[config.mk]
export PLATFORM = sky130hd
export DESIGN_NAME = pipe_skid_stage
export DESIGN_NICKNAME = d
export VERILOG_FILES = /design/src/rtl/pipe_skid_stage.sv
export SDC_FILE = /design/constraint.sdc
export NUM_CORES = 1
export LEC_CHECK = 0
export CAP_MARGIN = 20
export CORE_MARGIN = 2
export CORE_UTILIZATION = 55
export CTS_CLUSTER_DIAMETER = 200
export DETAILED_ROUTE_END_ITERATION = 8
export PLACE_DENSITY_LB_ADDON = 0.2
export SLEW_MARGIN = 10
export SYNTH_ARGS = -nofsm -noshare
export SYNTH_HDL_FRONTEND = slang
export SYNTH_SLANG_ARGS = --single-unit
[constraint.sdc]
create_clock -name clk -period 4.15 [get_ports clk]
set_input_delay 0.6225 -clock clk [delete_from_list [all_inputs] [get_ports clk]]
set_output_delay 0.6225 -clock clk [all_outputs]
set_load 0.02 [all_outputs]
[src/rtl/pipe_skid_stage.sv]
// Two-entry skid stage: registered in_ready (no out_ready -> in_ready path),
// full throughput at occupancy 1, and a skid entry that absorbs one word of
// backpressure so upstream only sees in_ready drop one cycle late.
module pipe_skid_stage #(
  parameter int unsigned      WIDTH     = 32,
  parameter logic [WIDTH-1:0] RESET_VAL = '0
) (
  input  logic             clk,
  input  logic             resetn,
  input  logic             en,
  input  logic             flush,
  input  logic             in_valid,
  output logic             in_ready,
  input  logic [WIDTH-1:0] in_data,
  output logic             out_valid,
  input  logic             out_ready,
  output logic [WIDTH-1:0] out_data,
  output logic [1:0]       count
);

  // Occupancy doubles as the FSM state; encoding equals the count value.
  typedef enum logic [1:0] {
    StEmpty = 2'd0,
    StOne   = 2'd1,
    StTwo   = 2'd2
  } state_e;

  state_e           state_q, state_d;
  logic [WIDTH-1:0] head_q, head_d;
  logic [WIDTH-1:0] skid_q, skid_d;
  logic             push, pop;

  // in_ready depends only on registered state and local controls. resetn is
  // folded in so the stage refuses offers while held in reset.
  assign in_ready  = resetn & en & ~flush & (state_q != StTwo);
  assign out_valid = resetn & en & ~flush & (state_q != StEmpty);
  assign out_data  = head_q;
  assign count     = state_q;

  assign push = in_valid & in_ready;
  assign pop  = out_valid & out_ready;

  // Next-state: flush beats enable, enable-low holds, otherwise handshake update.
  always_comb begin
    state_d = state_q;
    head_d  = head_q;
    skid_d  = skid_q;
    if (flush) begin
      state_d = StEmpty;
      head_d  = RESET_VAL;
      skid_d  = RESET_VAL;
    end else if (en) begin
      case (state_q)
        StEmpty: begin
          if (push) begin
            head_d  = in_data;
            state_d = StOne;
          end
        end
        StOne: begin
          if (push && pop) begin
            head_d = in_data;
          end else if (push) begin
            skid_d  = in_data;
            state_d = StTwo;
          end else if (pop) begin
            state_d = StEmpty;
          end
        end
        StTwo: begin
          // push cannot occur here: in_ready is low at full occupancy.
          if (pop) begin
            head_d  = skid_q;
            state_d = StOne;
          end
        end
        default: begin
          state_d = StEmpty;
          head_d  = RESET_VAL;
          skid_d  = RESET_VAL;
        end
      endcase
    end
  end

  // State and entry registers with asynchronous active-low reset.
  always_ff @(posedge clk or negedge resetn) begin
    if (!resetn) begin
      state_q <= StEmpty;
      head_q  <= RESET_VAL;
      skid_q  <= RESET_VAL;
    end else begin
      state_q <= state_d;
      head_q  <= head_d;
      skid_q  <= skid_d;
    end
  end

endmodule
==> impl_metrics.py <==
metrics = {
    "synth": {
        "ys_async_sr_fraction_pct": 100,
        "synth-compound-area-share_pct": 35.8,
        "synth_nets": 329,
        "synth_flop_cell": "dfrtp_1",
        "synth_top_family_by_area": "compound AO/OA/AOI/OAI gates",
        "synth-edff-count": 0,
        "synthSimpleGateAreaFrac_pct": 8.08,
        "ys_seq_area_share_pct": 48.1,
        "yosys.area_share.adder_pct": 0,
        "synthXorXnorAreaFrac_pct": 0.255,
        "syn-instance-count": 291,
        "synth_area_sq_um": 3440,
        "synthMuxAreaShare_pct": 0.291,
        "synth_cell_types": 28,
        "synth-seq-cells": 66,
        "avgSynthCellArea_sq_um": 11.8,
        "yosysWarnings": 0,
    },
    "route": {
        "routedWlPerCell_microns": 20.8,
        "drc": 0,
        "drt_iter0_markers": 295,
        "drtAntennaViolNets": 0,
        "viasPerCell": 6.76,
        "wl_microns": 8820,
        "firstDrtPassIters": 5,
        "vias": 2860,
    },
    "sta": {
        "slew_viol_final": 0,
        "hold_viol_final": 0,
        "finalSetupViolCount": 0,
        "rsz0062_at_grt": "no",
        "tightestPinTransition_ns": 0.692,
        "finalCritPeriodShare_pct": 65.2,
        "fmax_ghz": 0.370,
        "fin_setup_tns_ns": 0,
        "whs_ns": 0.175,
        "layout_min_cycle_time_ns": 2.71,
        "timing.slew.headroom_pct": 53.8,
        "clock_skew_ns": 0.00879,
    },
    "critical_path": {
        "cp-end-kind": "output port",
        "crit_type": "primary input to output port",
        "path_max_fanout": 5,
        "critPathArrivalTime_ns": 2.08,
        "r2r_start": "count[1]$_DFFE_PN0P_",
        "critPathRequiredTime_ns": 3.53,
        "startpoint": "en",
        "rr_worst_depth": 4,
        "critPathLaunchType": "primary input",
    },
    "layout": {
        "fin_util_pct": 71.5,
        "num_antenna_cells": 0,
        "drive_above_1_share_pct": 18.4,
        "finalNetCount": 381,
        "fill_cells": 431,
        "final_cells": 423,
        "syn_to_final_growth_pct": 24.7,
    },
    "die": {
        "die_area_sq_um": 6890,
        "num_rows": 28,
        "core_area_sq_um": 5990,
        "die_y_microns": 83.0,
        "initial_utilization_pct": 57.4,
        "die_w_microns": 83.0,
        "io_pins": 74,
    },
    "power": {
        "leakage_nw": 1.71,
        "power_mw": 1.49,
        "power_density_nw_per_um2": 348,
        "vdd_drop_max_uv": 240,
    },
    "clock_network": {
        "cts_setup_buffers": 0,
        "max-clock-path-buffers": 2,
        "cts.htree.levels": 3,
        "cts_buffers": 9,
        "clock-sinks": 66,
        "cts_hold_buffers": 0,
        "cts-root-buf": "clkbuf_8",
        "clk_latency_ns": 0.34,
        "cts_tree": "built",
        "cts_resized": 0,
        "clkTransAtPathRegs_ns": 0.07,
    },
    "grt": {
        "grt.total_usage_pct": 25.8,
        "grt_first_pass_wirelength_microns": 14400,
        "grt_overflow_total": 0,
        "antenna_found_initial": 0,
        "grt_max_degree": 57,
        "grt_pass1_vias": 2717,
    },
    "placed_design": {
        "port_buffers": 73,
        "dp_cells": 407,
        "place_hpwl_microns": 5060,
        "place_congestion": 0.751,
    },
    "min_path": {
        "hp-class": "primary input to asynchronous set/reset pin",
    },
    "run_status": {
        "status": "finished clean",
    },
    "run": {
        "maxCapViolCount": 0,
    },
}
## worst paths after layout
| path | slack [ns] | to |
|---|---|---|
| setup / recovery | 1.44 | in_ready |
| hold / removal | 0.17 | skid_q[17]$_DFFE_PN0P_ |
| setup reg to reg | 1.87 | out_data[13]$_DFFE_PN0P_ |
| hold reg to reg | 0.53 | skid_q[18]$_DFFE_PN0P_ |
| max in group asynchronous | 2.98 | out_data[5]$_DFFE_PN0P_ |
| min in group clk | 0.53 | skid_q[18]$_DFFE_PN0P_ |
## layer usage
| metal | part of all wire (%) | track usage (%) |
|---|---|---|
| met1 | 43 | 37.0 |
| met4 | 1.3 | 7.75 |
| met2 | 48 | 38.9 |
| met5 | 0 | 0 |
| met3 | 8.5 | 6.26 |
## critical path, stage by stage
cell and delay (ns):
clkdlybuf4s50_1 0.53, nand2_1 0.10, nor3_1 0.19, clkdlybuf4s50_1 0.63
## layout by cell type, fill, tap and decap left out
cell             netlist  layout
a211oi_1               2       2
a211oi_2              30      30
a21boi_0               1       1
a21o_1                 1       1
a21oi_1               33      33
a221oi_1              32      32
a22o_4                 1       1
a32o_1                32      32
and2_1                 1       1
and3_1                 1       1
and3b_1                1       1
and4_4                 1       1
buf_2                 23       2
buf_4                  1       9
bufinv_16              0       2
clkbuf_8               0      10
clkdlybuf4s50_1        0      71
clkinv_2               0       4
dfrtp_1               66      66
inv_2                  1       1
mux2i_1                1       1
nand2_1                2       2
nor2_1                 3       3
nor2b_1               33      32
nor2b_2                0       1
nor3_1                 2       2
nor4bb_1               1       1
o21a_1                 1       1
o21bai_2               2       2
o221a_2                1       1
xor2_1                 1       1
## final cells by class
type | instances | area, sq um | area share [%]
inverters | 1 | 3.75 | 0.0876
clock inverters | 6 | 80.1 | 1.87
multi-input cells | 183 | 1530 | 35.7
well taps | 75 | 93.8 | 2.19
flip-flops and latches | 66 | 1650 | 38.6
repair buffers | 82 | 788 | 18.4
clock buffers | 10 | 138 | 3.21
## synthesized netlist by cell type (all sizes together) (2+ instances only)
master | instances | area (sq um)
nand2 | 2 | 7.51
buf | 33 | 224
nor2 | 3 | 11.3
a32o | 32 | 320
clkbuf | 8 | 30.0
a21oi | 33 | 165
o21bai | 2 | 22.5
a211oi | 32 | 390
nor2b | 33 | 206
dfrtp | 66 | 1650
a221oi | 32 | 280
nor3 | 2 | 10.0
## report_power, final
| part | internal [mW] | switching (mW) | total (mW) |
|---|---|---|---|
| combinational | 0.103 | 0.120 | 0.224 |
| clock | 0.350 | 0.244 | 0.594 |
| sequential | 0.661 | 0.0127 | 0.673 |
| total | 1.11 | 0.377 | 1.49 |
## through the flow
step / cell area, sq um / worst slack [ns]
floorplan: 3440 / 2.11
global placement: 4070 / 1.47
detailed placement: 4070 / 1.46
CTS: 4280 / 1.44
global route: 4280 / 1.38
finish: 4280 / 1.44
## flip-flops by register name, indices dropped and copies added (netlist names)
name	flops
count	2
skid_q	32
out_data	32
## logic make-up after synthesis
logic type,count (synthesis)
flip-flops,66
multiplexers,1
XOR/XNOR,1
AO/OA/AOI/OAI,136
buffers and inverters,42
AND/OR/NAND/NOR,45
No activity file was read; power rests on OpenSTA's default activity.
